**src/rtl/riscv_ctrl_pkg.sv**
```systemverilog
// Shared encodings for the multicycle RV32I-subset controller: FSM states,
// opcodes, ALUOp / ALUControl / ImmSrc / ResultSrc / ALU source select codes.
// No ports. Imported by the interface, the ALU decoder and the controller top.
package riscv_ctrl_pkg;

  // FSM state encodings (4-bit)
  localparam logic [3:0] S_FETCH    = 4'd0;
  localparam logic [3:0] S_DECODE   = 4'd1;
  localparam logic [3:0] S_MEMADR   = 4'd2;
  localparam logic [3:0] S_MEMREAD  = 4'd3;
  localparam logic [3:0] S_MEMWB    = 4'd4;
  localparam logic [3:0] S_MEMWRITE = 4'd5;
  localparam logic [3:0] S_EXECR    = 4'd6;
  localparam logic [3:0] S_EXECI    = 4'd7;
  localparam logic [3:0] S_ALUWB    = 4'd8;
  localparam logic [3:0] S_BEQ      = 4'd9;
  localparam logic [3:0] S_JAL      = 4'd10;
  localparam logic [3:0] S_HALT     = 4'd11;

  // Opcodes Instr[6:0]
  localparam logic [6:0] OP_LW   = 7'b0000011;
  localparam logic [6:0] OP_SW   = 7'b0100011;
  localparam logic [6:0] OP_RTYP = 7'b0110011;
  localparam logic [6:0] OP_ITYP = 7'b0010011;
  localparam logic [6:0] OP_BEQ  = 7'b1100011;
  localparam logic [6:0] OP_JAL  = 7'b1101111;

  // Internal ALUOp
  localparam logic [1:0] ALUOP_ADD   = 2'b00;
  localparam logic [1:0] ALUOP_SUB   = 2'b01;
  localparam logic [1:0] ALUOP_FUNCT = 2'b10;

  // ALUControl
  localparam logic [2:0] ALU_ADD = 3'b000;
  localparam logic [2:0] ALU_SUB = 3'b001;
  localparam logic [2:0] ALU_AND = 3'b010;
  localparam logic [2:0] ALU_OR  = 3'b011;
  localparam logic [2:0] ALU_SLT = 3'b101;

  // ImmSrc
  localparam logic [1:0] IMM_I = 2'b00;
  localparam logic [1:0] IMM_S = 2'b01;
  localparam logic [1:0] IMM_B = 2'b10;
  localparam logic [1:0] IMM_J = 2'b11;

  // ResultSrc
  localparam logic [1:0] RES_ALUOUT    = 2'b00;
  localparam logic [1:0] RES_DATA      = 2'b01;
  localparam logic [1:0] RES_ALURESULT = 2'b10;

  // ALUSrcA / ALUSrcB
  localparam logic [1:0] SRCA_PC    = 2'b00;
  localparam logic [1:0] SRCA_OLDPC = 2'b01;
  localparam logic [1:0] SRCA_RS1   = 2'b10;
  localparam logic [1:0] SRCB_RS2   = 2'b00;
  localparam logic [1:0] SRCB_IMM   = 2'b01;
  localparam logic [1:0] SRCB_FOUR  = 2'b10;

  // Immediate format from opcode; unknown opcodes fall back to I-type.
  function automatic logic [1:0] imm_src_of(input logic [6:0] op);
    case (op)
      OP_LW, OP_ITYP: imm_src_of = IMM_I;
      OP_SW:          imm_src_of = IMM_S;
      OP_BEQ:         imm_src_of = IMM_B;
      OP_JAL:         imm_src_of = IMM_J;
      default:        imm_src_of = IMM_I;
    endcase
  endfunction

endpackage

```
**src/rtl/riscv_multicycle_ctrl_if.sv**
```systemverilog
// Control bundle between the multicycle controller and its datapath.
// Ports: none; signals op/funct3/funct7b5/Zero/MemReady toward the controller,
// mux selects, write enables, ALUControl, ImmSrc, Halted back to the datapath.
// With RISCV_CTRL_PERF_EN defined, also carries CycleCount and InstrCount.
interface riscv_multicycle_ctrl_if;
  logic [6:0] op;
  logic [2:0] funct3;
  logic       funct7b5;
  logic       Zero;
  logic       MemReady;
  logic       PCWrite;
  logic       AdrSrc;
  logic       MemWrite;
  logic       IRWrite;
  logic [1:0] ResultSrc;
  logic [1:0] ALUSrcA;
  logic [1:0] ALUSrcB;
  logic       RegWrite;
  logic [2:0] ALUControl;
  logic [1:0] ImmSrc;
  logic       Halted;
`ifdef RISCV_CTRL_PERF_EN
  logic [31:0] CycleCount;
  logic [31:0] InstrCount;
`endif

  // master: the controller
  modport master (
    input  op, funct3, funct7b5, Zero, MemReady,
    output PCWrite, AdrSrc, MemWrite, IRWrite, ResultSrc, ALUSrcA, ALUSrcB,
           RegWrite, ALUControl, ImmSrc, Halted
`ifdef RISCV_CTRL_PERF_EN
    , output CycleCount, InstrCount
`endif
  );

  // slave: the datapath
  modport slave (
    output op, funct3, funct7b5, Zero, MemReady,
    input  PCWrite, AdrSrc, MemWrite, IRWrite, ResultSrc, ALUSrcA, ALUSrcB,
           RegWrite, ALUControl, ImmSrc, Halted
`ifdef RISCV_CTRL_PERF_EN
    , input CycleCount, InstrCount
`endif
  );
endinterface

```
**src/rtl/riscv_alu_decoder.sv**
```systemverilog
// ALU operation decode from ALUOp, funct3, funct7b5 and op[5].
// Latency: combinational. Backpressure: none.
// Ports: alu_op_i[1:0], funct3_i[2:0], funct7b5_i, op5_i -> alu_control_o[2:0].
module riscv_alu_decoder
  import riscv_ctrl_pkg::*;
(
  input  logic [1:0] alu_op_i,
  input  logic [2:0] funct3_i,
  input  logic       funct7b5_i,
  input  logic       op5_i,
  output logic [2:0] alu_control_o
);

  always_comb begin
    alu_control_o = ALU_ADD;
    case (alu_op_i)
      ALUOP_ADD: alu_control_o = ALU_ADD;
      ALUOP_SUB: alu_control_o = ALU_SUB;
      ALUOP_FUNCT: begin
        case (funct3_i)
          // Only R-type (op[5]=1) can subtract; addi ignores Instr[30].
          3'b000:  alu_control_o = (op5_i & funct7b5_i) ? ALU_SUB : ALU_ADD;
          3'b010:  alu_control_o = ALU_SLT;
          3'b110:  alu_control_o = ALU_OR;
          3'b111:  alu_control_o = ALU_AND;
          default: alu_control_o = ALU_ADD;
        endcase
      end
      default: alu_control_o = ALU_ADD;
    endcase
  end

endmodule

```
**src/rtl/riscv_multicycle_ctrl.sv**
```systemverilog
// Moore control FSM for a shared-memory multicycle RV32I-subset datapath.
// Latency at MemReady=1: beq 3, sw/R/I/jal 4, lw 5 cycles; each MemReady=0 cycle in FETCH/MEMREAD/MEMWRITE adds 1.
// Backpressure: MemReady low stalls FETCH/MEMREAD/MEMWRITE (MemWrite held); ignored elsewhere.
// Ports: clk, reset (sync, active-high), bus (riscv_multicycle_ctrl_if.master).
// Parameter HALT_ON_ILLEGAL: 1 -> unknown opcode enters sticky HALT, 0 -> treated as NOP.
// Optional feature macro RISCV_CTRL_PERF_EN: adds CycleCount / InstrCount counters.
module riscv_multicycle_ctrl
  import riscv_ctrl_pkg::*;
#(
  parameter bit HALT_ON_ILLEGAL = 1'b1
) (
  input  logic                          clk,
  input  logic                          reset,
  riscv_multicycle_ctrl_if.master       bus
);

  logic [3:0] state_q, state_d;

  logic       pc_write, adr_src, mem_write, ir_write, reg_write, halted;
  logic [1:0] result_src, alu_src_a, alu_src_b, alu_op;
  logic [2:0] alu_ctrl;

  always_ff @(posedge clk) begin
    if (reset) state_q <= S_FETCH;
    else       state_q <= state_d;
  end

  // Next-state logic
  always_comb begin
    state_d = state_q;
    case (state_q)
      S_FETCH:    if (bus.MemReady) state_d = S_DECODE;
      S_DECODE: begin
        case (bus.op)
          OP_LW, OP_SW: state_d = S_MEMADR;
          OP_RTYP:      state_d = S_EXECR;
          OP_ITYP:      state_d = S_EXECI;
          OP_BEQ:       state_d = S_BEQ;
          OP_JAL:       state_d = S_JAL;
          default:      state_d = HALT_ON_ILLEGAL ? S_HALT : S_FETCH;
        endcase
      end
      // op[5] distinguishes sw (0100011) from lw (0000011)
      S_MEMADR:   state_d = bus.op[5] ? S_MEMWRITE : S_MEMREAD;
      S_MEMREAD:  if (bus.MemReady) state_d = S_MEMWB;
      S_MEMWB:    state_d = S_FETCH;
      S_MEMWRITE: if (bus.MemReady) state_d = S_FETCH;
      S_EXECR:    state_d = S_ALUWB;
      S_EXECI:    state_d = S_ALUWB;
      S_ALUWB:    state_d = S_FETCH;
      S_BEQ:      state_d = S_FETCH;
      S_JAL:      state_d = S_ALUWB;
      S_HALT:     state_d = S_HALT;
      default:    state_d = S_FETCH;
    endcase
  end

  // Output decode; reset forces every enable and select to zero.
  always_comb begin
    pc_write   = 1'b0;
    adr_src    = 1'b0;
    mem_write  = 1'b0;
    ir_write   = 1'b0;
    reg_write  = 1'b0;
    halted     = 1'b0;
    result_src = RES_ALUOUT;
    alu_src_a  = SRCA_PC;
    alu_src_b  = SRCB_RS2;
    alu_op     = ALUOP_ADD;
    case (state_q)
      S_FETCH: begin
        alu_src_b  = SRCB_FOUR;
        result_src = RES_ALURESULT;
        ir_write   = bus.MemReady;
        pc_write   = bus.MemReady;
      end
      S_DECODE: begin
        // Branch target OldPC + imm computed speculatively into ALUOut
        alu_src_a = SRCA_OLDPC;
        alu_src_b = SRCB_IMM;
      end
      S_MEMADR: begin
        alu_src_a = SRCA_RS1;
        alu_src_b = SRCB_IMM;
      end
      S_MEMREAD:  adr_src = 1'b1;
      S_MEMWB: begin
        result_src = RES_DATA;
        reg_write  = 1'b1;
      end
      S_MEMWRITE: begin
        adr_src   = 1'b1;
        mem_write = 1'b1;
      end
      S_EXECR: begin
        alu_src_a = SRCA_RS1;
        alu_op    = ALUOP_FUNCT;
      end
      S_EXECI: begin
        alu_src_a = SRCA_RS1;
        alu_src_b = SRCB_IMM;
        alu_op    = ALUOP_FUNCT;
      end
      S_ALUWB:    reg_write = 1'b1;
      S_BEQ: begin
        alu_src_a = SRCA_RS1;
        alu_op    = ALUOP_SUB;
        pc_write  = bus.Zero;
      end
      S_JAL: begin
        alu_src_a = SRCA_OLDPC;
        alu_src_b = SRCB_FOUR;
        pc_write  = 1'b1;
      end
      S_HALT:     halted = 1'b1;
      default: ;
    endcase
  end

  riscv_alu_decoder u_alu_dec (
    .alu_op_i      (alu_op),
    .funct3_i      (bus.funct3),
    .funct7b5_i    (bus.funct7b5),
    .op5_i         (bus.op[5]),
    .alu_control_o (alu_ctrl)
  );

  assign bus.PCWrite    = reset ? 1'b0 : pc_write;
  assign bus.AdrSrc     = reset ? 1'b0 : adr_src;
  assign bus.MemWrite   = reset ? 1'b0 : mem_write;
  assign bus.IRWrite    = reset ? 1'b0 : ir_write;
  assign bus.RegWrite   = reset ? 1'b0 : reg_write;
  assign bus.ResultSrc  = reset ? 2'b00 : result_src;
  assign bus.ALUSrcA    = reset ? 2'b00 : alu_src_a;
  assign bus.ALUSrcB    = reset ? 2'b00 : alu_src_b;
  assign bus.ALUControl = reset ? 3'b000 : alu_ctrl;
  assign bus.ImmSrc     = reset ? 2'b00 : imm_src_of(bus.op);
  assign bus.Halted     = halted;

`ifdef RISCV_CTRL_PERF_EN
  logic [31:0] cycle_cnt_q, instr_cnt_q;

  // Both counters wrap naturally at 2^32.
  always_ff @(posedge clk) begin
    if (reset) begin
      cycle_cnt_q <= 32'd0;
      instr_cnt_q <= 32'd0;
    end else begin
      if (state_q != S_HALT)
        cycle_cnt_q <= cycle_cnt_q + 32'd1;
      if (state_q == S_FETCH && bus.MemReady)
        instr_cnt_q <= instr_cnt_q + 32'd1;
    end
  end

  assign bus.CycleCount = cycle_cnt_q;
  assign bus.InstrCount = instr_cnt_q;
`endif

endmodule

```
**src/flat_wrapper.sv**
```systemverilog
// flat-port wrapper written by rule: the top's interface ports become plain ports
module riscv_multicycle_ctrl_flat import riscv_ctrl_pkg::*;
#(
  parameter bit HALT_ON_ILLEGAL = 1'b1
)
  (clk, reset, bus_op, bus_funct3, bus_funct7b5, bus_Zero, bus_MemReady, bus_PCWrite, bus_AdrSrc, bus_MemWrite, bus_IRWrite, bus_ResultSrc, bus_ALUSrcA, bus_ALUSrcB, bus_RegWrite, bus_ALUControl, bus_ImmSrc, bus_Halted);
  riscv_multicycle_ctrl_if bus_i ();
  input  logic clk;
  input  logic reset;
  input wire logic [$bits(bus_i.op)-1:0] bus_op;
  input wire logic [$bits(bus_i.funct3)-1:0] bus_funct3;
  input wire logic [$bits(bus_i.funct7b5)-1:0] bus_funct7b5;
  input wire logic [$bits(bus_i.Zero)-1:0] bus_Zero;
  input wire logic [$bits(bus_i.MemReady)-1:0] bus_MemReady;
  output wire logic [$bits(bus_i.PCWrite)-1:0] bus_PCWrite;
  output wire logic [$bits(bus_i.AdrSrc)-1:0] bus_AdrSrc;
  output wire logic [$bits(bus_i.MemWrite)-1:0] bus_MemWrite;
  output wire logic [$bits(bus_i.IRWrite)-1:0] bus_IRWrite;
  output wire logic [$bits(bus_i.ResultSrc)-1:0] bus_ResultSrc;
  output wire logic [$bits(bus_i.ALUSrcA)-1:0] bus_ALUSrcA;
  output wire logic [$bits(bus_i.ALUSrcB)-1:0] bus_ALUSrcB;
  output wire logic [$bits(bus_i.RegWrite)-1:0] bus_RegWrite;
  output wire logic [$bits(bus_i.ALUControl)-1:0] bus_ALUControl;
  output wire logic [$bits(bus_i.ImmSrc)-1:0] bus_ImmSrc;
  output wire logic [$bits(bus_i.Halted)-1:0] bus_Halted;
  assign bus_i.op = bus_op;
  assign bus_i.funct3 = bus_funct3;
  assign bus_i.funct7b5 = bus_funct7b5;
  assign bus_i.Zero = bus_Zero;
  assign bus_i.MemReady = bus_MemReady;
  assign bus_PCWrite = bus_i.PCWrite;
  assign bus_AdrSrc = bus_i.AdrSrc;
  assign bus_MemWrite = bus_i.MemWrite;
  assign bus_IRWrite = bus_i.IRWrite;
  assign bus_ResultSrc = bus_i.ResultSrc;
  assign bus_ALUSrcA = bus_i.ALUSrcA;
  assign bus_ALUSrcB = bus_i.ALUSrcB;
  assign bus_RegWrite = bus_i.RegWrite;
  assign bus_ALUControl = bus_i.ALUControl;
  assign bus_ImmSrc = bus_i.ImmSrc;
  assign bus_Halted = bus_i.Halted;
  riscv_multicycle_ctrl #(.HALT_ON_ILLEGAL(HALT_ON_ILLEGAL)) u_core (.clk(clk), .reset(reset), .bus(bus_i));
endmodule
```
**config.mk**
```make
export PLATFORM = sky130hd
export DESIGN_NAME = riscv_multicycle_ctrl_flat
export DESIGN_NICKNAME = d
export VERILOG_FILES = /design/src/rtl/riscv_ctrl_pkg.sv /design/src/rtl/riscv_multicycle_ctrl_if.sv /design/src/rtl/riscv_alu_decoder.sv /design/src/rtl/riscv_multicycle_ctrl.sv /design/src/flat_wrapper.sv
export SDC_FILE = /design/constraint.sdc
export NUM_CORES = 1
export LEC_CHECK = 0
export CAP_MARGIN = 15
export CORE_UTILIZATION = 43
export CTS_CLUSTER_SIZE = 28
export DETAILED_ROUTE_END_ITERATION = 10
export PLACE_DENSITY = 0.93
export SYNTH_ARGS = -nofsm -noshare
export SYNTH_HDL_FRONTEND = slang
export SYNTH_SLANG_ARGS = --single-unit
```
**constraint.sdc**
```tcl
create_clock -name clk -period 4 [get_ports clk]
set_input_delay 0.8 -clock clk [delete_from_list [all_inputs] [get_ports clk]]
set_output_delay 0.8 -clock clk [all_outputs]
set_load 0.01 [all_outputs]
```
==> results.rst <==
.. list-table::
   :header-rows: 1

   * - Metric
     - Value
   * - Data arrival, critical path
     - ~2.7 ns
   * - Wire length after detailed routing
     - between 2000 and 2500 µm
   * - Clk pin slew, worst setup/hold paths
     - ~0.040 ns
   * - Share of the clock period used by the worst path after layout
     - 87.30%
   * - Registers with the most flip-flops
     - u_core.state_q (4)
   * - Count of flip-flops with a built-in enable after synthesis
     - 0
   * - Number of standard cells after synthesis
     - a little over 100
   * - Post-DP HPWL
     - around 1500 µm
   * - Die Outline Area
     - 1725 µm²
   * - Netlist area before placement
     - between 600 and 700 µm²
   * - Number of fillers in the final layout
     - 116
   * - Clock root cell
     - sky130_fd_sc_hd__clkbuf_4
   * - Count of final setup violators
     - 0
   * - Horizontal die dimension
     - 41.53 µm
   * - Overflow after GRT
     - 0
   * - First-pass GRT wire length
     - 3325 µm
   * - Setup repair after global routing missed its margin
     - false
   * - Setup total negative slack
     - 0 ns
   * - Number of gates resized after CTS
     - 0
   * - Status
     - finished clean
   * - Slew at the pin closest to its max-slew limit
     - between 0.4 and 0.5 ns
   * - Maximum number of pins on one net before global-route repair
     - 21
   * - Nets in the synthesized netlist
     - ~120
   * - Proportion of synthesized flip-flops having asynchronous set or reset
     - 0%
   * - Cell internal pwr
     - 0.1565 mW
   * - Largest driver fanout on the critical path
     - 5
   * - Pwr/cell area
     - 254.8 nW/µm²
   * - Depth of the CTS H-tree
     - 1
   * - Layout cell share with drive strength beyond 1
     - under 10%
   * - Main flop type after synthesis
     - sky130_fd_sc_hd__dfxtp_1
   * - Endpoint kind of the worst setup timing path
     - primary output
   * - Critical path launch point
     - bus_MemReady
   * - Number of clock sinks
     - 4
   * - CTS tree
     - built
   * - Class of the worst hold path
     - register to register
   * - Tightest slew margin relative to the limit
     - between 70% and 80%
   * - Max clock buf depth
     - 2
   * - Gp weighted congestion
     - 0.8313
   * - Antenna Diode Count
     - 0
   * - Worst Hold Path Cells
     - 3
   * - Net switching component of the power
     - between 0.1 and 0.15 mW
   * - Number of CTS-inserted buffers
     - 3
   * - Required @ worst endpoint
     - about 3.2 ns
   * - Remaining routing DRC violations
     - 0
   * - Via count of the first global-routing pass
     - approximately 790
   * - Worst min-delay path endpoint
     - u_core.state_q[0]$_SDFFE_PP0P_
   * - Flip-flop count of the largest register after layout
     - 4
   * - Top-level port count
     - 32
   * - Register containing the most flip-flops in the final layout
     - u_core.state_q
   * - Comb power frac
     - between 60% and 70%
   * - Sequential power share
     - roughly a fifth
   * - Clock share of power
     - between 20 and 25%
   * - Synth warn
     - 0
   * - Placeable Area
     - 1383 µm²
   * - Antenna violations before repair
     - 0
   * - Clock period minus worst slack
     - 3.492 ns
   * - Combined global-route utilization of all metal layers
     - a little under a quarter
   * - Cell Count Post-Placement
     - between 100 and 150
   * - Routed wire length per instance
     - between 10 and 15 µm
   * - Worst Path Class, Setup
     - primary input to primary output
   * - Crit Reg-Reg Endpoint
     - u_core.state_q[0]$_SDFFE_PP0P_
   * - Unique cell type count in the Yosys netlist
     - 42
   * - FF-to-FF Start
     - u_core.state_q[1]$_SDFFE_PP0P_
   * - Post-synthesis sequential element count
     - 4
   * - Top achievable clock speed
     - 286.4 MHz
   * - Vias
     - ~880
   * - Sequential cell area fraction in the yosys report
     - a little under an eighth
   * - Count of buffers from port buffering
     - 31
   * - Die span in y
     - slightly above 40 µm
   * - Synthesized area per cell
     - between 6 and 7 µm²
   * - Hold buffer count at cts
     - 0
   * - Worst hold path startpoint
     - u_core.state_q[1]$_SDFFE_PP0P_
   * - Fin nets
     - 151
   * - Via count normalized by instance count
     - about 6.0
   * - First drt pass iteration count
     - 5
   * - Placement Rows
     - 13
   * - Count of pins over their slew limit
     - 0
   * - Reported max-cap violation count
     - 0
   * - Worst IR Drop VDD
     - between 0.00015 and 0.0002 V
   * - Reg2Reg Depth
     - 5
   * - FF-to-FF setup slack
     - 2.31 ns
   * - Type of origin of the critical path
     - primary input
   * - Final cell count without fillers
     - between 100 and 150
   * - Net switching share of the total power
     - between 40 and 50%
   * - Number of DRC markers in iteration 0
     - 31
   * - Post-route ant nets
     - 0
   * - Initial Utilization
     - roughly half
   * - Final number of hold-violating endpoints
     - 0
   * - Static Leakage
     - between 0.3 and 0.4 nW
   * - Layout Area Growth over Synthesis
     - 52.70%
   * - Clock latency of the later-clocked register in the worst-skew pair
     - 0.24 ns
   * - Post-CTS setup buffer count
     - 0
   * - Clock Skew
     - 0.001433 ns
-- synthesized netlist by cell type, drive strengths merged (2+ instances only) --
| cell | number | share of area, % |
|---|---|---|
| ha | 2 | 3.7 |
| nand2 | 7 | 3.9 |
| and2 | 3 | 2.8 |
| nand3 | 2 | 1.5 |
| a21oi | 10 | 7.4 |
| nor2b | 3 | 2.8 |
| o22a | 2 | 2.6 |
| dfxtp | 4 | 12 |
| nor4b | 2 | 3.5 |
| nand2b | 7 | 6.5 |
| nor3 | 6 | 4.5 |
| o21a | 2 | 2.2 |
| inv | 5 | 2.8 |
| buf | 3 | 2.4 |
| clkbuf | 5 | 2.8 |
| nor2 | 10 | 5.6 |
| and3 | 2 | 1.9 |
| nor4 | 2 | 1.9 |
| or3 | 2 | 2.8 |
| o21ai | 2 | 1.5 |
| nor3b | 3 | 3.4 |
-- cells by family (layout without fill, tap and decap cells) --
logic type | after synthesis | in the layout | share of synthesized area [%]
adder cells (fa/ha/maj) | 2 | 2 | 3.724
XOR/XNOR | 2 | 2 | 2.608
buffers and inverters | 13 | 44 | 8.007
flip-flops | 4 | 4 | 11.92
AND/OR/NAND/NOR | 56 | 56 | 49.35
AO/OA/AOI/OAI | 24 | 24 | 24.40
-- layout by cell type (no fill, tap or decap), types with 4 or more instances in the layout --
cell type                         netlist  routed
sky130_fd_sc_hd__buf_4                  1       5
sky130_fd_sc_hd__clkdlybuf4s50_1        0      31
sky130_fd_sc_hd__inv_1                  5       5
sky130_fd_sc_hd__a21oi_1               10      10
sky130_fd_sc_hd__nand2_1                7       7
sky130_fd_sc_hd__nor3_1                 6       6
sky130_fd_sc_hd__nor2_1                10      10
sky130_fd_sc_hd__dfxtp_1                4       4
sky130_fd_sc_hd__nand2b_1               7       7
-- per-stage QoR --
step	power [mW]	cell area (µm²)	worst slack [ns]	utilization, %	hold WS (ns)
final	0.2614	1026	0.5082	74.21	0.7553
after global routing	0.2796	1026	0.3817	74.21	0.7645
after CTS	0.2606	1026	0.5158	74.21	0.7399
after detailed placement	0.2058	1003	0.5216	72.58	0.7270
after global placement	0.2000	1003	0.5968	72.58	0.7042
after floorplan	0.1439	671.9	1.423	-	0.6420
-- metal layers --
metal,GRT usage (%),up-vias,routed length (µm)
li1,-,435,-
met1,26.91,403,811
met2,43.75,37,1059
met3,5.217,6,98
met4,7.097,0,34
met5,0,-,0
-- power by group through the flow --
stage	clock network [mW]	registers [mW]	logic [mW]
floorplan	0	0.0490	0.0949
global placement	0	0.0489	0.151
detailed placement	0	0.0492	0.157
CTS	0.0545	0.0486	0.157
global route	0.0575	0.0489	0.173
finish	0.0534	0.0488	0.159
-- worst max-delay path: stages --
cell,delay (ns)
sky130_fd_sc_hd__clkdlybuf4s50_1,0.53
sky130_fd_sc_hd__nand2b_1,0.14
sky130_fd_sc_hd__or4_1,0.42
sky130_fd_sc_hd__a211oi_1,0.23
sky130_fd_sc_hd__clkdlybuf4s50_1,0.56
-- how the worst max path moves through the flow --
stage / depth (start not counted) / end / slack (ns)
floorplan: 8 / bus_ALUControl[2] / 1.42
global placement: 5 / bus_PCWrite / 0.60
detailed placement: 5 / bus_PCWrite / 0.52
CTS: 5 / bus_PCWrite / 0.52
global route: 9 / bus_ALUControl[2] / 0.38
finish: 5 / bus_PCWrite / 0.51
-- cell type report --
type,count,area [µm²],share of cell area (%)
inverters,5,18.77,1.829
well taps,15,18.77,1.829
clock buffers,3,22.52,2.195
flip-flops and latches,4,80.08,7.805
repair buffers,36,347.8,33.90
multi-input cells,84,538.0,52.44
(Power assumes the default switching activity.)
